File: config.mk
export PLATFORM = sky130hd
export DESIGN_NAME = longest_run_detector_flat
export DESIGN_NICKNAME = d
export VERILOG_FILES = /design/src/rtl/longest_run_pkg.sv /design/src/rtl/longest_run_detector_if.sv /design/src/rtl/run_scan.sv /design/src/rtl/longest_run_detector.sv /design/src/flat_wrapper.sv
export SDC_FILE = /design/constraint.sdc
export NUM_CORES = 1
export LEC_CHECK = 0
export CAP_MARGIN = 40
export CORE_MARGIN = 2
export CORE_UTILIZATION = 60
export DETAILED_ROUTE_END_ITERATION = 10
export DONT_BUFFER_PORTS = 1
export PLACE_DENSITY = 0.88
export REMOVE_ABC_BUFFERS = 1
export SYNTH_ARGS = -nofsm -noshare
export SYNTH_HDL_FRONTEND = slang
export SYNTH_HIERARCHICAL = 1
export SYNTH_SLANG_ARGS = --single-unit
export TNS_END_PERCENT = 1
File: constraint.sdc
create_clock -name clk -period 6.6 [get_ports clk]
set_input_delay 1.32 -clock clk [delete_from_list [all_inputs] [get_ports clk]]
set_output_delay 1.32 -clock clk [all_outputs]
set_load 0.1 [all_outputs]
File: src/rtl/longest_run_pkg.sv
// Shared types and helpers for the longest-run detector: FSM states, match-value
// constants and a clipping adder that also reports whether it clipped.
package longest_run_pkg;

  typedef enum logic [1:0] {IDLE, RUN, DONE} state_t;

  localparam bit MATCH_ONES  = 1'b1;
  localparam bit MATCH_ZEROS = 1'b0;

  typedef struct packed {
    logic        clip;
    logic [31:0] val;
  } sat_t;

  function automatic sat_t sat_add(input logic [31:0] a, input logic [31:0] b,
                                   input logic [31:0] lim);
    logic [32:0] sum;
    sat_t        r;
    sum    = {1'b0, a} + {1'b0, b};
    r.clip = (sum > {1'b0, lim});
    r.val  = r.clip ? lim : sum[31:0];
    return r;
  endfunction

endpackage

File: src/rtl/longest_run_detector_if.sv
// Beat input stream and single-result output stream of the longest-run detector.
// The detector is the slave; the bit-stream source / statistics sink is the master.
interface longest_run_detector_if #(
  parameter int DIN_W = 3,
  parameter int LEN_W = 8,
  parameter int POS_W = 8
);
  logic             in_valid;
  logic             in_ready;
  logic [DIN_W-1:0] din;
  logic             in_last;
  logic             out_valid;
  logic             out_ready;
  logic [LEN_W-1:0] length;
  logic [POS_W-1:0] run_start;
  logic             saturated;

  modport master (
    output in_valid, din, in_last, out_ready,
    input  in_ready, out_valid, length, run_start, saturated
  );

  modport slave (
    input  in_valid, din, in_last, out_ready,
    output in_ready, out_valid, length, run_start, saturated
  );
endinterface

File: src/rtl/run_scan.sv
// Combinational per-beat scan: leading/trailing match counts, longest run in the beat
// and its offset (0 = earliest bit, i.e. din MSB). Zero latency, no handshake.
module run_scan
  import longest_run_pkg::*;
#(
  parameter int  DIN_W     = 3,
  parameter bit  MATCH_BIT = MATCH_ONES,
  localparam int CW        = $clog2(DIN_W + 1),
  localparam int OW        = (DIN_W > 1) ? $clog2(DIN_W) : 1
) (
  input  logic [DIN_W-1:0] din,
  output logic [CW-1:0]    lead,
  output logic [CW-1:0]    trail,
  output logic [CW-1:0]    inner,
  output logic [OW-1:0]    inner_off,
  output logic             all_match
);

  logic [CW-1:0] run;
  logic [OW-1:0] run_off;
  logic          in_lead;

  // Walk bits in arrival order; strict > keeps the earliest of equal-length runs.
  always_comb begin
    lead      = '0;
    inner     = '0;
    inner_off = '0;
    run       = '0;
    run_off   = '0;
    in_lead   = 1'b1;
    for (int t = 0; t < DIN_W; t++) begin
      if (din[DIN_W-1-t] == MATCH_BIT) begin
        if (run == '0) run_off = OW'(t);
        run = run + CW'(1);
        if (in_lead) lead = lead + CW'(1);
        if (run > inner) begin
          inner     = run;
          inner_off = run_off;
        end
      end else begin
        run     = '0;
        in_lead = 1'b0;
      end
    end
    trail     = run;
    all_match = (lead == CW'(DIN_W));
  end

endmodule

File: src/rtl/longest_run_detector.sv
// Longest run of MATCH_BIT per frame with its start offset; result registered one cycle after the
// in_last beat, single-buffered, and in_ready drops while a result waits for out_ready or clear is high.
module longest_run_detector
  import longest_run_pkg::*;
#(
  parameter int DIN_W     = 3,
  parameter int LEN_W     = 8,
  parameter int POS_W     = 8,
  parameter bit MATCH_BIT = MATCH_ONES
) (
  input logic clk,
  input logic rst_n,
  input logic clear,
  longest_run_detector_if.slave bus
);

  localparam int          CW      = $clog2(DIN_W + 1);
  localparam int          OW      = (DIN_W > 1) ? $clog2(DIN_W) : 1;
  localparam logic [31:0] LEN_MAX = 32'((64'd1 << LEN_W) - 64'd1);
  localparam logic [31:0] POS_MAX = 32'((64'd1 << POS_W) - 64'd1);

  state_t           state;
  logic [LEN_W-1:0] cur, best, len_q;
  logic [POS_W-1:0] cur_start, best_start, pos, start_q;
  logic             sat, sat_q, out_valid_q;

  logic [CW-1:0]    lead, trail, inner;
  logic [OW-1:0]    inner_off;
  logic             all_match, accept;

  sat_t             ext, inner_sat, tr, in_abs, tail_start, pos_adv;
  logic [POS_W-1:0] ext_start, cand_start, best_start_next, cur_start_next;
  logic [LEN_W-1:0] cand_len, best_next, cur_next;
  logic             sat_next;

  run_scan #(.DIN_W(DIN_W), .MATCH_BIT(MATCH_BIT)) u_scan (
    .din       (bus.din),
    .lead      (lead),
    .trail     (trail),
    .inner     (inner),
    .inner_off (inner_off),
    .all_match (all_match)
  );

  assign bus.in_ready  = !clear && !(out_valid_q && !bus.out_ready);
  assign accept        = bus.in_valid && bus.in_ready;
  assign bus.out_valid = out_valid_q;
  assign bus.length    = len_q;
  assign bus.run_start = start_q;
  assign bus.saturated = sat_q;

  always_comb begin
    ext        = sat_add(32'(cur), 32'(lead), LEN_MAX);
    inner_sat  = sat_add(32'(inner), 32'd0, LEN_MAX);
    tr         = sat_add(32'(trail), 32'd0, LEN_MAX);
    in_abs     = sat_add(32'(pos), 32'(inner_off), POS_MAX);
    tail_start = sat_add(32'(pos), 32'(DIN_W) - 32'(trail), POS_MAX);
    pos_adv    = sat_add(32'(pos), 32'(DIN_W), POS_MAX);
    ext_start  = (cur == '0) ? pos : cur_start;

    // A run continuing from earlier beats starts no later than any in-beat run, so it wins ties.
    if (ext.val >= inner_sat.val) begin
      cand_len   = LEN_W'(ext.val);
      cand_start = ext_start;
    end else begin
      cand_len   = LEN_W'(inner_sat.val);
      cand_start = POS_W'(in_abs.val);
    end

    best_next       = best;
    best_start_next = best_start;
    if (cand_len > best) begin
      best_next       = cand_len;
      best_start_next = cand_start;
    end

    cur_next       = all_match ? LEN_W'(ext.val) : LEN_W'(tr.val);
    cur_start_next = all_match ? ext_start : POS_W'(tail_start.val);
    sat_next       = sat | ext.clip | inner_sat.clip | tr.clip | pos_adv.clip;
  end

  always_ff @(posedge clk or negedge rst_n) begin
    if (!rst_n) begin
      state       <= IDLE;
      cur         <= '0;
      cur_start   <= '0;
      best        <= '0;
      best_start  <= '0;
      pos         <= '0;
      sat         <= 1'b0;
      out_valid_q <= 1'b0;
      len_q       <= '0;
      start_q     <= '0;
      sat_q       <= 1'b0;
    end else begin
      if (out_valid_q && bus.out_ready) begin
        out_valid_q <= 1'b0;
        state       <= IDLE;
      end
      if (clear) begin
        cur        <= '0;
        cur_start  <= '0;
        best       <= '0;
        best_start <= '0;
        pos        <= '0;
        sat        <= 1'b0;
        if (state == RUN) state <= IDLE;
      end else if (accept) begin
        if (bus.in_last) begin
          len_q       <= best_next;
          start_q     <= best_start_next;
          sat_q       <= sat_next;
          out_valid_q <= 1'b1;
          state       <= DONE;
          cur         <= '0;
          cur_start   <= '0;
          best        <= '0;
          best_start  <= '0;
          pos         <= '0;
          sat         <= 1'b0;
        end else begin
          cur        <= cur_next;
          cur_start  <= cur_start_next;
          best       <= best_next;
          best_start <= best_start_next;
          pos        <= POS_W'(pos_adv.val);
          sat        <= sat_next;
          state      <= RUN;
        end
      end
    end
  end

endmodule

File: src/flat_wrapper.sv
// flat-port wrapper written by rule: the top's interface ports become plain ports
module longest_run_detector_flat import longest_run_pkg::*;
#(
  parameter int DIN_W     = 3,
  parameter int LEN_W     = 8,
  parameter int POS_W     = 8,
  parameter bit MATCH_BIT = MATCH_ONES
)
  (clk, rst_n, clear, bus_in_valid, bus_din, bus_in_last, bus_out_ready, bus_in_ready, bus_out_valid, bus_length, bus_run_start, bus_saturated);
  longest_run_detector_if #(.DIN_W(DIN_W), .LEN_W(LEN_W), .POS_W(POS_W)) bus_i ();
  input logic clk;
  input logic rst_n;
  input logic clear;
  input wire logic [$bits(bus_i.in_valid)-1:0] bus_in_valid;
  input wire logic [$bits(bus_i.din)-1:0] bus_din;
  input wire logic [$bits(bus_i.in_last)-1:0] bus_in_last;
  input wire logic [$bits(bus_i.out_ready)-1:0] bus_out_ready;
  output wire logic [$bits(bus_i.in_ready)-1:0] bus_in_ready;
  output wire logic [$bits(bus_i.out_valid)-1:0] bus_out_valid;
  output wire logic [$bits(bus_i.length)-1:0] bus_length;
  output wire logic [$bits(bus_i.run_start)-1:0] bus_run_start;
  output wire logic [$bits(bus_i.saturated)-1:0] bus_saturated;
  assign bus_i.in_valid = bus_in_valid;
  assign bus_i.din = bus_din;
  assign bus_i.in_last = bus_in_last;
  assign bus_i.out_ready = bus_out_ready;
  assign bus_in_ready = bus_i.in_ready;
  assign bus_out_valid = bus_i.out_valid;
  assign bus_length = bus_i.length;
  assign bus_run_start = bus_i.run_start;
  assign bus_saturated = bus_i.saturated;
  longest_run_detector #(.DIN_W(DIN_W), .LEN_W(LEN_W), .POS_W(POS_W), .MATCH_BIT(MATCH_BIT)) u_core (.clk(clk), .rst_n(rst_n), .clear(clear), .bus(bus_i));
endmodule
# Word level (Yosys, flattened, before mapping)
# Index checks and enable logic that the tools add are counted.
dict set report totals {
  memories 0
  output_inout_bits 19
  regBits 59
  wordCells 101
  in_bits 9
  latch_bits 0
  mem_bits_rw 0
  rom_bits 0
}
dict set report classes {
  addsub 8
  n_bitwise 5
  mul 0
  div 0
  magnitude_cmp 10
  reduce_logical 12
  n_mux 55
  eq_ne 1
  n_shift 0
}
# cell count
set ops {}
lappend ops {{8-bit two-way mux} 27}
lappend ops {{33-bit by 8-bit > comparator with 1-bit output (second input constant)} 2}
lappend ops {{8-bit by 32-bit adder with 33-bit output} 1}
lappend ops {{32-bit >= comparator} 1}
lappend ops {{32-bit two-way mux} 1}
lappend ops {{2-bit two-way mux} 15}
lappend ops {{8-bit by 2-bit adder with 9-bit output} 2}
lappend ops {{9-bit by 8-bit > comparator with 1-bit output (second input constant)} 2}
lappend ops {{2-bit by 8-bit > comparator with 1-bit output (second input constant)} 2}
lappend ops {{1-bit two-way mux} 12}
lappend ops {{8-bit by 2-bit adder with 9-bit output (second input constant)} 1}
lappend ops {{8-bit > comparator} 1}
lappend ops {{8-bit logical NOT} 1}
lappend ops {{2-bit by 1-bit adder with 2-bit output (second input constant)} 3}
lappend ops {{2-bit > comparator} 2}
lappend ops {{1-bit logical AND} 4}
lappend ops {{2-bit logical NOT} 2}
lappend ops {{1-bit bitwise OR} 4}
lappend ops {{1-bit logical NOT} 3}
lappend ops {{3-bit AND reduction} 1}
lappend ops {{2-bit by 2-bit subtractor with 3-bit output (first input constant)} 1}
lappend ops {{2-bit equality test (second input constant)} 1}
lappend ops {{2-bit nonzero test} 1}
lappend ops {{1-bit inverter} 1}

# Depth between registers and ports, before layout
dict set report logic_depth {
  ltp_word 17
  mapped_depth 22
}

# By module
# The synthesis kept the hierarchy.
# mod seq_area_each_um2 instances area_per_inst_um2 cells_per_inst
set by_module_without_submodules {}
lappend by_module_without_submodules {longest_run_detector 1476.4 1 3849.9 423}
lappend by_module_without_submodules {run_scan 0.0 1 162.7 22}

# Worst setup path before layout
# OpenSTA, ideal clock, no wires.
dict set report synth_timing {
  kind {input -> register}
  startpoint {in bus_din[1]}
  endpoint {reg u_core.best[3]}
  setup_slack_ns 0.902
  n_path_buf 2
  required_ns 6.534
  setup_ns 0.066
  stages 22
  arrival_time_ns 5.632
  cell_sequence {ha_1 > nand2_1 > xnor2_1 > ha_1 > fa_1 > nand3_1 > nor2_1 > nor2_1 > ha_1 > nand2b_1 > nand3_1 > o211a_1 > buf_6 > mux2_2 > ha_1 > and3_1 > a221o_1 > a221o_1 > and2_4 > o21ai_4 > buf_4 > a22o_1}
}
dict set report synth_via {
  elab_chain_cells 14
  word_cells_on_any_way 23
}
# item line_no
set synth_rtl {}
lappend synth_rtl {{from (decl)} flat_wrapper.sv:15} ;# input wire logic [$bits(bus_i.din)-1:0] bus_din;
lappend synth_rtl {{2-bit two-way mux} run_scan.sv:32} ;# if (din[DIN_W-1-t] == MATCH_BIT) begin
lappend synth_rtl {{2-bit by 1-bit adder with 2-bit output} run_scan.sv:35} ;# if (in_lead) lead = lead + CW'(1);
lappend synth_rtl {{2-bit two-way mux} run_scan.sv:35}
lappend synth_rtl {{2-bit two-way mux *} run_scan.sv:32}
lappend synth_rtl {{named net u_core.lead[0]} longest_run_detector.sv:27} ;# logic [CW-1:0] lead, trail, inner;
lappend synth_rtl {{8-bit by 2-bit adder with 9-bit output *} longest_run_pkg.sv:19} ;# sum = {1'b0, a} + {1'b0, b};
lappend synth_rtl {{33-bit by 8-bit > comparator with 1-bit output} longest_run_pkg.sv:20} ;# r.clip = (sum > {1'b0, lim});
lappend synth_rtl {{32-bit two-way mux *} longest_run_pkg.sv:21} ;# r.val = r.clip ? lim : sum[31:0];
lappend synth_rtl {{32-bit >= comparator} longest_run_detector.sv:62} ;# if (ext.val >= inner_sat.val) begin
lappend synth_rtl {{8-bit two-way mux *} longest_run_detector.sv:62}
lappend synth_rtl {{8-bit > comparator} longest_run_detector.sv:72} ;# if (cand_len > best) begin
lappend synth_rtl {{8-bit two-way mux *} longest_run_detector.sv:72}
lappend synth_rtl {{8-bit two-way mux *} longest_run_detector.sv:109} ;# if (bus.in_last) begin
lappend synth_rtl {{8-bit two-way mux *} longest_run_detector.sv:108} ;# end else if (accept) begin
lappend synth_rtl {{8-bit two-way mux *} longest_run_detector.sv:100} ;# if (clear) begin
lappend synth_rtl {{to (signal assigned)} longest_run_detector.sv:124} ;# best <= best_next;
lappend synth_rtl {{to (decl)} longest_run_detector.sv:23} ;# logic [LEN_W-1:0] cur, best, len_q;
# The timed path passes the listed nets; every way through them passes the cells marked *. The select of a mux whose other input is x is not followed.
# A chain may end at the register's enable or synchronous reset.

# Worst setup path after layout
dict set report layout_timing {
  startpoint {in bus_din[1]}
  endpoint {reg u_core.best_start[1]}
}
dict set report layout_via {
  elab_chain_cells 14
  word_cells_on_any_way 33
}
# item line_no
set layout_rtl {}
lappend layout_rtl {{2-bit two-way mux} run_scan.sv:32}
lappend layout_rtl {{2-bit by 1-bit adder with 2-bit output} run_scan.sv:35}
lappend layout_rtl {{2-bit two-way mux} run_scan.sv:35}
lappend layout_rtl {{2-bit two-way mux *} run_scan.sv:32}
lappend layout_rtl {{named net u_core.lead[0]} longest_run_detector.sv:27}
lappend layout_rtl {{8-bit by 2-bit adder with 9-bit output *} longest_run_pkg.sv:19}
lappend layout_rtl {{33-bit by 8-bit > comparator with 1-bit output} longest_run_pkg.sv:20}
lappend layout_rtl {{32-bit two-way mux *} longest_run_pkg.sv:21}
lappend layout_rtl {{32-bit >= comparator} longest_run_detector.sv:62}
lappend layout_rtl {{8-bit two-way mux} longest_run_detector.sv:62}
lappend layout_rtl {{8-bit > comparator} longest_run_detector.sv:72}
lappend layout_rtl {{8-bit two-way mux *} longest_run_detector.sv:72}
lappend layout_rtl {{8-bit two-way mux *} longest_run_detector.sv:109}
lappend layout_rtl {{8-bit two-way mux *} longest_run_detector.sv:108}
lappend layout_rtl {{8-bit two-way mux *} longest_run_detector.sv:100}
lappend layout_rtl {{to (signal assigned)} longest_run_detector.sv:125} ;# best_start <= best_start_next;
lappend layout_rtl {{to (decl)} longest_run_detector.sv:24} ;# logic [POS_W-1:0] cur_start, best_start, pos, start_q;
# Marked as above.

==> flow_summary.ini <==
[global_routing]
grt_most_used_layer = met2
global_route.usage.total_pct = 26.76
use_met1_pct = 37.20
grt_first_pass_wirelength_um = 15580
global_route.overflow_total = 0
gr-usage-met3_pct = 5.390
first_global_vias = 3271
globalRouteMet2Util_pct = 41.19
grt_max_degree = 60
antenna_found_initial = 0

[clock_tree]
cts_hold_repair.buffers = 0
number_of_buffers_inserted_to_repair_setup_after_cts = 0
cts_tree = built
cts_sinks = 59
post_cts_repair_resize_count = 0
htreeDepth = 3
max-clock-path-buffers = 2
path_clk_slew_ns = 0.07
clk_latency_ns = 0.34
cts_made_buffers = 9
root_buffer_selected_by_cts = sky130_fd_sc_hd__clkbuf_8

[final_layout]
layout.nets = 472
n_fill_cell = 485
multi_input_comb_area_um2 = 2300
final_area_um2 = 4298
seqCellArea_um2 = 1476
area_growth_pct = 7.109
antennaDiodeCount = 0
drive_above_1_share_pct = 9.751

[pwr]
sw_frac_of_total_pct = 36.20
leakage_power_summed_over_all_cells_nw = 1.935
net_switching_power_figure_w = 0.0003814
p_comb_share_pct = 19.6
finalPower_w = 0.001054
power.ir.vdd_worst_mv = 0.1404
p_int_w = 0.0006722
power.share.clock_pct = 33.9
seqPwrFrac_pct = 46.5
power.density_nw_per_um2 = 245.1

[critical_path]
rrSetupSlack_ns = 1.88
worstSetupStartpoint = bus_din[1]
worst-endpoint-arrival_ns = 6.02
rr_worst_depth = 17
critical_path_peak_fanout = 22
crit-reg2reg-launch = u_core/cur[0]
timing.critical_path.required_ns = 6.88
worstSetupStartpointType = input port
worstReg2RegEnd = u_core/best_start[1]
cp-end-kind = flip-flop
critPathKind = input port to flip-flop

[routing]
drt-vias-per-instance = 6.558
wl_per_cell_um = 17.64
first_pass_iters = 8
routed_wirelength_um = 9138
drt_first_iter_violations = 372
drtAntennaViolNets = 0
detailroute.via_count = 3397
post-route-drc-count = 4

[sta]
final-max-slew-violation-count = 0
count_of_final_setup_violators = 0
final.period_utilization_pct = 86.95
report.final.hold_viol_count = 0
worst_slew_pin_slew_ns = 0.9019
finalCriticalPeriod_ns = 5.739
achievable-frequency_mhz = 174.3
rsz_0062_raised_after_global_routing = false
worst_clock_skew_ns = 0.008015
timing.slew.headroom_pct = 39.87
sum_of_negative_setup_slack_ns = 0

[floorplan]
die_area_um2 = 7358
pin_count = 28
floorplan.die.width_um = 85.78
placeableCoreArea_um2 = 6422
fp-row-count = 29
floorplan.initialDensity_pct = 62.48
die_height_um = 85.78

[yosys]
synth_enable_flop_cells = 0
postSynthAreaPerCell_um2 = 9.017
synth_top_cells_by_area = sky130_fd_sc_hd__dfrtp_1 37%, sky130_fd_sc_hd__ha_1 7.5%, sky130_fd_sc_hd__o21ai_0 4.9%, sky130_fd_sc_hd__nand2_1 4.6%, sky130_fd_sc_hd__a21oi_1 3.6%
post_synth_inst_count = 445
synth.ff_latch_count = 59
yosysWarnings = 6
synth_seq_area_share_pct = 36.79
synthesized_cell_area_um2 = 4013
postSynth.topFlopCell = sky130_fd_sc_hd__dfrtp_1
asyncSetResetFlopFracSynth_pct = 100.0
yosysTopAreaCell = sky130_fd_sc_hd__dfrtp_1
ys_types = 54
synth_top_area_share_pct = 36.79

[min_path]
hold_path_startpoint = u_core/cur_start[2]
min_to = u_core/cur_start[2]
hp-class = flip-flop to flip-flop
holdPathStages = 2

[outcome]
run_status = finished, violations left
failed_checks = DRC

[run]
maximum_capacitance_violations = 0

[place]
place_area_um2 = 4089
total_of_buffers_placed_on_input_and_output_ports = 0
dp_hpwl_um = 6397
gp_routability_congestion = 0.9148
[stage by stage]
step           utilization [%]  setup slack (ns)  cells  hold WS (ns)
6_report                 66.92            0.8614    518        0.4867
5_1_grt                  66.92            0.6164    518        0.5064
4_1_cts                  66.92            0.8884    518        0.4904
3_5_place_dp             63.67            0.5428    502        0.4744
3_3_place_gp             62.22            0.7306    497        0.4594
2_1_floorplan                -            0.5859    416        0.4425
[cells in the final DEF, fill, tap and decap left out, drive strengths merged, types with 5 or more instances in the layout]
cell type  count
a21o          13
mux2           5
xnor2          9
nand3         11
ha            24
o2bb2ai        8
and3           5
nor2          25
clkbuf        11
nand2         49
a32o           5
dfrtp         59
inv           25
o311ai         5
a22o          15
o211ai         6
nor3           6
or3            5
nand4          6
nand3b         6
mux2i         13
buf            9
o21ai         45
a21oi         29
[synth_stat cells, drive strengths merged, types with 8 or more instances]
library cell	number
nor2	25
o2bb2ai	8
buf	12
a21oi	29
dfrtp	59
nand3	11
clkbuf	17
mux2i	13
a22o	15
xnor2	9
inv	25
o21ai	45
nand2	49
a21o	13
ha	24
[registers in the layout (all words and copies together) (netlist names), 8 cells and up]
name / cells
u_core/best: 8
u_core/best_start: 8
u_core/bus.length: 8
u_core/bus.run_start: 8
u_core/cur: 8
u_core/cur_start: 8
u_core/pos: 8
[power groups by stage]
stage / logic [W] / clock network, W / registers, W
5_1_grt: 0.000224 / 0.000381 / 0.000493
6_report: 0.000206 / 0.000357 / 0.000490
3_5_place_dp: 0.000202 / 0 / 0.000497
4_1_cts: 0.000205 / 0.000364 / 0.000490
3_3_place_gp: 0.000179 / 0 / 0.000503
2_1_floorplan: 0.000146 / 0 / 0.000500
[worst max-delay path by stage]
| stage | slack, ns | depth (start not counted) | end |
|---|---|---|---|
| 3_5_place_dp | 0.54 | 20 | u_core/best_start[1] |
| 2_1_floorplan | 0.59 | 20 | u_core/best_start[0] |
| 4_1_cts | 0.89 | 20 | u_core/best_start[1] |
| 3_3_place_gp | 0.73 | 20 | u_core/best_start[1] |
| 6_report | 0.86 | 20 | u_core/best_start[1] |
| 5_1_grt | 0.62 | 20 | u_core/best_start[3] |
[cells by family after synthesis]
group                    Yosys count  synth area share [%]
AO/OA/AOI/OAI                    142                 23.79
XOR/XNOR                          12                 2.619
adder cells (fa/ha/maj)           27                 8.980
buffers and inverters             54                 6.112
flip-flops                        59                 36.79
multiplexers                      18                 4.646
AND/OR/NAND/NOR                  133                 17.06
[critical path: stages]
cell                       delay (ns)
sky130_fd_sc_hd__ha_1            0.24
sky130_fd_sc_hd__nand2_1         0.09
sky130_fd_sc_hd__xnor2_1         0.13
sky130_fd_sc_hd__ha_1            0.21
sky130_fd_sc_hd__fa_1            0.49
sky130_fd_sc_hd__nand3_1         0.19
sky130_fd_sc_hd__nor2_1          0.10
sky130_fd_sc_hd__nor2_1          0.18
sky130_fd_sc_hd__ha_1            0.26
sky130_fd_sc_hd__nand2b_1        0.14
sky130_fd_sc_hd__nand3_1         0.08
sky130_fd_sc_hd__o211a_1         0.20
sky130_fd_sc_hd__mux2_2          0.38
sky130_fd_sc_hd__ha_1            0.27
sky130_fd_sc_hd__and3_1          0.17
sky130_fd_sc_hd__a221o_1         0.30
sky130_fd_sc_hd__a221o_1         0.42
sky130_fd_sc_hd__and2_4          0.25
sky130_fd_sc_hd__o21ai_4         0.38
sky130_fd_sc_hd__a22o_1          0.21
[layout make-up]
type,count,area share [%]
inverters,25,2.183
clock inverters,5,1.805
flip-flops and latches,59,34.35
well taps,77,2.242
multi-input cells,332,53.51
clock buffers,11,3.057
repair buffers,9,2.853
[metal layers]
layer  routed length (um)  vias up
li1                     -     1594
met1                 4084     1642
met2                 4277      150
met3                  647       11
met4                  129        0
met5                    0        -
(Power assumes the default switching activity.)
